`src/rtl/fir_pkg.sv`:
```
// Shared constants and types for the FIR upstream driver.
// State encoding, tap/word widths and coefficient word count.
package fir_pkg;

  function automatic int ceil_div(int a, int b);
    return (a + b - 1) / b;
  endfunction

  localparam int TAP_SIZE    = 2;
  localparam int NBR_OF_TAPS = 8;
  localparam int SAMPLE_W    = 3 * TAP_SIZE;
  localparam int COEF_WORDS  = ceil_div(NBR_OF_TAPS, 3);
  localparam int ADDR_W      = $clog2(NBR_OF_TAPS);
  localparam int WIDX_W      =
    (COEF_WORDS > 1) ? $clog2(COEF_WORDS) : 1;

  typedef enum logic [1:0] {
    IDLE   = 2'b00,
    LOAD   = 2'b01,
    GAP    = 2'b10,
    STREAM = 2'b11
  } state_t;

  typedef logic signed [TAP_SIZE-1:0] tap_t;
  typedef logic [SAMPLE_W-1:0]        word_t;

endpackage

```
`src/rtl/fir_driver_if.sv`:
```
// Upstream sample stream handshake (data/valid/ready).
// master drives data+valid, slave returns ready.
interface fir_driver_if;
  import fir_pkg::*;

  word_t s_tdata;
  logic  s_tvalid;
  logic  s_tready;

  modport master (
    output s_tdata,
    output s_tvalid,
    input  s_tready
  );

  modport slave (
    input  s_tdata,
    input  s_tvalid,
    output s_tready
  );

endinterface

```
`src/rtl/fir_coef_bank.sv`:
```
// Shadow tap bank: write port plus packed 3-tap word read.
// Ports: clk, reset(n), wr_en/wr_addr/wr_data, rd_idx -> rd_word.
module fir_coef_bank
  import fir_pkg::*;
(
  input  logic              clk,
  input  logic              reset,
  input  logic              wr_en,
  input  logic [ADDR_W-1:0] wr_addr,
  input  tap_t              wr_data,
  input  logic [WIDX_W-1:0] rd_idx,
  output word_t             rd_word
);

  tap_t  taps  [NBR_OF_TAPS];
  tap_t  slots [3*COEF_WORDS];
  word_t words [COEF_WORDS];

  always_ff @(posedge clk) begin
    if (!reset) begin
      for (int i = 0; i < NBR_OF_TAPS; i++)
        taps[i] <= (i % 2 == 0) ? tap_t'(1) : tap_t'(0);
    end else if (wr_en &&
                 (int'(wr_addr) < NBR_OF_TAPS)) begin
      taps[wr_addr] <= wr_data;
    end
  end

  // Slots past the last tap pad the final word with 00.
  for (genvar s = 0; s < 3*COEF_WORDS; s++) begin : g_slot
    if (s < NBR_OF_TAPS) begin : g_tap
      assign slots[s] = taps[s];
    end else begin : g_pad
      assign slots[s] = '0;
    end
  end

  // Lowest tap index sits in the MSBs; plain concatenation.
  for (genvar k = 0; k < COEF_WORDS; k++) begin : g_word
    assign words[k] = {slots[3*k],
                       slots[3*k+1],
                       slots[3*k+2]};
  end

  assign rd_word = words[rd_idx];

endmodule

```
`src/rtl/fir_driver.sv`:
```
// Upstream driver for the FIR: coefficient upload, guard, stream.
// Ports: clk, reset(n), coef write, load_req, up stream, FIR outs.
module fir_driver
  import fir_pkg::*;
(
  input  logic              clk,
  input  logic              reset,
  input  logic              coef_wr_en,
  input  logic [ADDR_W-1:0] coef_wr_addr,
  input  tap_t              coef_wr_data,
  input  logic              load_req,
  fir_driver_if.slave       up,
  output word_t             fir_x_n,
  output logic              fir_tvalid,
  output logic              fir_set_coeffs,
  output logic              busy,
  output logic              load_done
);

  localparam logic [WIDX_W-1:0] LAST =
    WIDX_W'(COEF_WORDS - 1);

  state_t            state_q;
  state_t            state_d;
  logic [WIDX_W-1:0] w_q;
  logic [WIDX_W-1:0] w_d;
  logic              pending_q;
  logic              coef_valid_q;
  logic              ready;
  logic              accept;
  logic              bank_wr;
  word_t             rd_word;

  word_t             x_d;
  logic              tv_d;
  logic              set_d;
  logic              busy_d;
  logic              done_d;

  assign ready  = (state_q == STREAM) &&
                  !pending_q && coef_valid_q;
  assign accept = ready && up.s_tvalid;
  assign up.s_tready = ready;

  // Block writes on the edge into LOAD as well, so word 0
  // and the later words come from the same image.
  assign bank_wr = coef_wr_en &&
                   (state_q != LOAD) &&
                   (state_d != LOAD);

  fir_coef_bank u_bank (
    .clk     (clk),
    .reset   (reset),
    .wr_en   (bank_wr),
    .wr_addr (coef_wr_addr),
    .wr_data (coef_wr_data),
    .rd_idx  (w_d),
    .rd_word (rd_word)
  );

  always_ff @(posedge clk) begin
    if (!reset) begin
      state_q <= IDLE;
      w_q     <= '0;
    end else begin
      state_q <= state_d;
      w_q     <= w_d;
    end
  end

  always_comb begin
    state_d = state_q;
    unique case (1'b1)
      (state_q == IDLE):
        if (pending_q || load_req) state_d = LOAD;
      (state_q == LOAD):
        if (w_q == LAST) state_d = GAP;
      (state_q == GAP):
        state_d = (pending_q || load_req) ? LOAD : STREAM;
      (state_q == STREAM):
        if (pending_q) state_d = GAP;
      default:
        state_d = IDLE;
    endcase
    w_d = '0;
    if (state_d == LOAD && state_q == LOAD)
      w_d = w_q + 1'b1;
  end

  always_ff @(posedge clk) begin
    if (!reset) begin
      pending_q    <= 1'b0;
      coef_valid_q <= 1'b0;
    end else begin
      if (state_d == LOAD && state_q != LOAD)
        pending_q <= 1'b0;
      else if (load_req)
        pending_q <= 1'b1;
      if (state_q == GAP)
        coef_valid_q <= 1'b1;
    end
  end

  // Outputs are looked up from the next state so the
  // registered values line up with the state they belong to.
  always_comb begin
    x_d    = '0;
    tv_d   = 1'b0;
    set_d  = 1'b0;
    busy_d = 1'b0;
    done_d = 1'b0;
    unique case (1'b1)
      (state_d == LOAD): begin
        x_d    = rd_word;
        set_d  = 1'b1;
        busy_d = 1'b1;
        done_d = (w_d == LAST);
      end
      (state_d == GAP): begin
        busy_d = 1'b1;
      end
      accept: begin
        x_d  = up.s_tdata;
        tv_d = 1'b1;
      end
      default: begin
      end
    endcase
  end

  always_ff @(posedge clk) begin
    if (!reset) begin
      fir_x_n        <= '0;
      fir_tvalid     <= 1'b0;
      fir_set_coeffs <= 1'b0;
      busy           <= 1'b0;
      load_done      <= 1'b0;
    end else begin
      fir_x_n        <= x_d;
      fir_tvalid     <= tv_d;
      fir_set_coeffs <= set_d;
      busy           <= busy_d;
      load_done      <= done_d;
    end
  end

endmodule

```
`src/flat_wrapper.sv`:
```
// flat-port wrapper written by rule: the top's interface ports become plain ports
module fir_driver_flat import fir_pkg::*;
  (clk, reset, coef_wr_en, coef_wr_addr, coef_wr_data, load_req, fir_x_n, fir_tvalid, fir_set_coeffs, busy, load_done, up_s_tdata, up_s_tvalid, up_s_tready);
  fir_driver_if up_i ();
  input  logic clk;
  input  logic reset;
  input  logic coef_wr_en;
  input  logic [ADDR_W-1:0] coef_wr_addr;
  input  tap_t coef_wr_data;
  input  logic load_req;
  output word_t fir_x_n;
  output logic fir_tvalid;
  output logic fir_set_coeffs;
  output logic busy;
  output logic load_done;
  input wire logic [$bits(up_i.s_tdata)-1:0] up_s_tdata;
  input wire logic [$bits(up_i.s_tvalid)-1:0] up_s_tvalid;
  output wire logic [$bits(up_i.s_tready)-1:0] up_s_tready;
  assign up_i.s_tdata = up_s_tdata;
  assign up_i.s_tvalid = up_s_tvalid;
  assign up_s_tready = up_i.s_tready;
  fir_driver u_core (.clk(clk), .reset(reset), .coef_wr_en(coef_wr_en), .coef_wr_addr(coef_wr_addr), .coef_wr_data(coef_wr_data), .load_req(load_req), .up(up_i), .fir_x_n(fir_x_n), .fir_tvalid(fir_tvalid), .fir_set_coeffs(fir_set_coeffs), .busy(busy), .load_done(load_done));
endmodule
```
`config.mk`:
```
export PLATFORM = sky130hd
export DESIGN_NAME = fir_driver_flat
export DESIGN_NICKNAME = d
export VERILOG_FILES = /design/src/rtl/fir_pkg.sv /design/src/rtl/fir_driver_if.sv /design/src/rtl/fir_coef_bank.sv /design/src/rtl/fir_driver.sv /design/src/flat_wrapper.sv
export SDC_FILE = /design/constraint.sdc
export NUM_CORES = 1
export LEC_CHECK = 0
export ABC_AREA = 0
export CORE_MARGIN = 8
export CORE_UTILIZATION = 30
export CTS_BUF_LIST = sky130_fd_sc_hd__clkbuf_8 sky130_fd_sc_hd__clkbuf_16
export CTS_CLUSTER_SIZE = 40
export DETAILED_ROUTE_END_ITERATION = 6
export PLACE_DENSITY_LB_ADDON = 0.2
export SLEW_MARGIN = 20
export SYNTH_ARGS = -nofsm -noshare
export SYNTH_HDL_FRONTEND = slang
export SYNTH_SLANG_ARGS = --single-unit
export TNS_END_PERCENT = 5
```
`constraint.sdc`:
```
create_clock -name clk -period 2.6 [get_ports clk]
set_input_delay 0.65 -clock clk [delete_from_list [all_inputs] [get_ports clk]]
set_output_delay 0.65 -clock clk [all_outputs]
set_load 0.02 [all_outputs]
```
==> flow_metrics.tcl <==
set metrics [dict create \
    worst_slack_ns 0.0591 \
    cts-htree-levels 2 \
    multi_input_area_um2 520 \
    ir_drop_uv 175 \
    rsz0062_at_grt "true" \
    path_clk_slew_ns 0.06 \
    max_slew.worst_pin.slew_ns 0.602 \
    first_pass_iters 4 \
    ctsHoldBuffers 0 \
    drc 0 \
    worstSetupStartpointType "primary input" \
    syn-instance-count 121 \
    path_class "primary input to flip-flop" \
    die_x_um 84.0 \
    dieArea_um2 7060 \
    gp_congestion 0.778 \
    p_leak_uw 0.000679 \
    cts_root_buffer "clkbuf_8" \
    path_max_fanout 10 \
    cp_data_required_time_ns 2.62 \
    synth_top_area_share_pct 34.6 \
    slowest_stage "clkdlybuf4s50_1" \
    io_buffers 26 \
    via_per_inst 4.93 \
    slew_viol_final 0 \
    crit_top_cell "or3_1" \
    area_growth_pct 32.4 \
    syn_nets 139 \
    wl_per_cell_um 13.7 \
    initial_core_util_pct 31.5 \
    ff_latch_area_um2 801 \
    cp.arrival_ns 2.56 \
    totalWireLength_um 2880 \
    fillers 426 \
    die_h_um 84.0 \
    fp.coreArea_um2 4410 \
    antennaDiodeCount 0 \
    slew_headroom_pct 59.8 \
    synth_area_um2 1390 \
    post-route-util_pct 41.7 \
    synth_edf_count 16 \
    vias 1040 \
    end_kind "flip-flop" \
    nNetsFinal 176 \
    clkLatencyLatePin_ns 0.28 \
    cts_buffer_depth 2 \
    post-route-min-period_ns 2.54 \
    path_cells "clkdlybuf4s50_1 > or3_1 > a21oi_2 > a31oi_1 > ha_2 > nor2b_4 > nand4b_4 > or3_1" \
    period_share_pct 97.7 \
    syn_area_per_cell_um2 11.5 \
    tritoncts "done" \
    ys_ff_latch 32 \
    ios 27 \
    grt_pass1_wl_um 4720 \
    drive_above_1_share_pct 15.1 \
    ys.flop_type "edfxtp_1" \
    drtIter0Drc 49 \
    final_hold_viol_count 0 \
    synth_warnings 0 \
    synthArstFlopShare_pct 0 \
    yosys-top-cells-area "edfxtp_1 35%, dfxtp_1 23%, mux2i_1 4.3%" \
    yosys.area.top_type "edfxtp_1" \
    overflow 0 \
    antenna_found_initial 0 \
    cts_buffers 5 \
    reg2reg_slack_ns 0.42 \
    fin_skew_ns 0.00575 \
    finalSetupViolCount 0 \
    hold_class "flip-flop to flip-flop" \
    cpLargestDelayFamily "simple AND/OR/NAND/NOR gates" \
    seq_area_frac_synth_pct 57.7 \
    ys_top_cells_by_count "16 x dfxtp_1, 16 x edfxtp_1, 12 x nor3_1" \
    cts_sinks 32 \
    grt_max_degree 12 \
    crit_path_max_incr_delay_ns 0.41 \
    synthDistinctLibCells 36 \
    crit_buf_inv 1 \
    grt_pass1_vias 1009 \
    hpwl_um 2180 \
    max_freq_mhz 394 \
    place_ws_ns -0.408 \
    postRouteAntennaNets 0 \
    power.density_nw_per_um2 571 \
    maxCapViolCount 0 \
    outcome "complete, no violations" \
    num_rows 24 \
    track_usage_pct 8.45 \
]
-- through the flow --
stage	area, µm²	hold WS, ns	power (µW)	TNS (ns)	instances
after global routing	1840	0.523	1100	-0.0264	211
after detailed placement	1730	0.457	712	-11.34	202
after floorplan	1390	0.430	646	0	121
after global placement	1730	0.445	710	-10.14	202
after CTS	1830	0.473	1060	0	211
final	1840	0.467	1050	0	211
-- worst register-to-register path: stages, from the launching register on --
cell and delay (ns):
dfxtp_1 0.52, or3_1 0.18, a21oi_2 0.06, a31oi_1 0.19, ha_2 0.25, buf_4 0.13
and4bb_2 0.37, mux2i_1 0.23, o221ai_1 0.12
-- report_power, final --
part,total (µW),switching (µW),internal (µW)
registers,561,10.5,550
logic,146,70.4,75.9
clock network,343,165,178
total,1050,246,804
-- final timing paths --
kind	from	endpoint	cells after the start
max	load_req	u_core.u_bank.taps[0][0]	8
min reg2reg	u_core.coef_valid_q	u_core.coef_valid_q	2
min	u_core.coef_valid_q	u_core.coef_valid_q	2
max reg2reg	u_core.state_q[0]	u_core.fir_x_n[4]	8
-- layout make-up --
type,instances,share of cell area (%)
clock buffer,5,3.74
clock inverter,3,0.612
timing repair buffer,36,18.2
inverter,10,2.04
sequential,32,43.5
tap,52,3.54
multi-input combinational,73,28.3
-- cells by family after synthesis --
family,share of synthesized area [%]
AO/OA/AOI/OAI,11.0
adder cells (fa/ha/maj),1.80
buffers and inverters,6.58
flip-flops,57.7
multiplexers,4.32
AND/OR/NAND/NOR,18.6
-- state kept, by name, indices dropped and copies added, names as in the netlist --
signal / count
u_core.pending_q: 1
u_core.fir_tvalid: 1
u_core.fir_set_coeffs: 1
u_core.u_bank.taps: 16
u_core.coef_valid_q: 1
u_core.w_q: 2
u_core.busy: 1
u_core.fir_x_n: 6
u_core.load_done: 1
u_core.state_q: 2
-- per-layer routing --
layer	track usage, %	share of wire [%]	vias up
met5	0	0	-
met4	4.71	2.2	0
met3	4.20	6.8	5
met2	12.3	46	35
met1	9.81	45	481
li1	-	-	519
-- placed cells by master (no fill, tap or decap), drive strengths merged --
cell / count
nor3b: 1
or3: 5
ha: 2
or2: 1
a31oi: 1
clkdlybuf4s50: 26
nand2: 2
nor2b: 1
nor3: 12
clkinv: 3
a21o: 1
a311oi: 1
dfxtp: 16
nand4: 1
edfxtp: 16
and4bb: 1
inv: 10
and2: 4
o21ai: 10
nor2: 3
nand3: 5
a21oi: 2
mux2i: 6
a211oi: 1
buf: 10
o211a: 1
o2bb2ai: 2
and4b: 1
clkbuf: 5
nand4b: 1
and3: 1
o221ai: 4
nand2b: 3
-- repair_timing --
action	CTS	global route
gates resized for setup	9	5
pin swaps	2	3
endpoints found under the setup margin	21	25
buffers inserted	1	0
(Power assumes the default switching activity.)
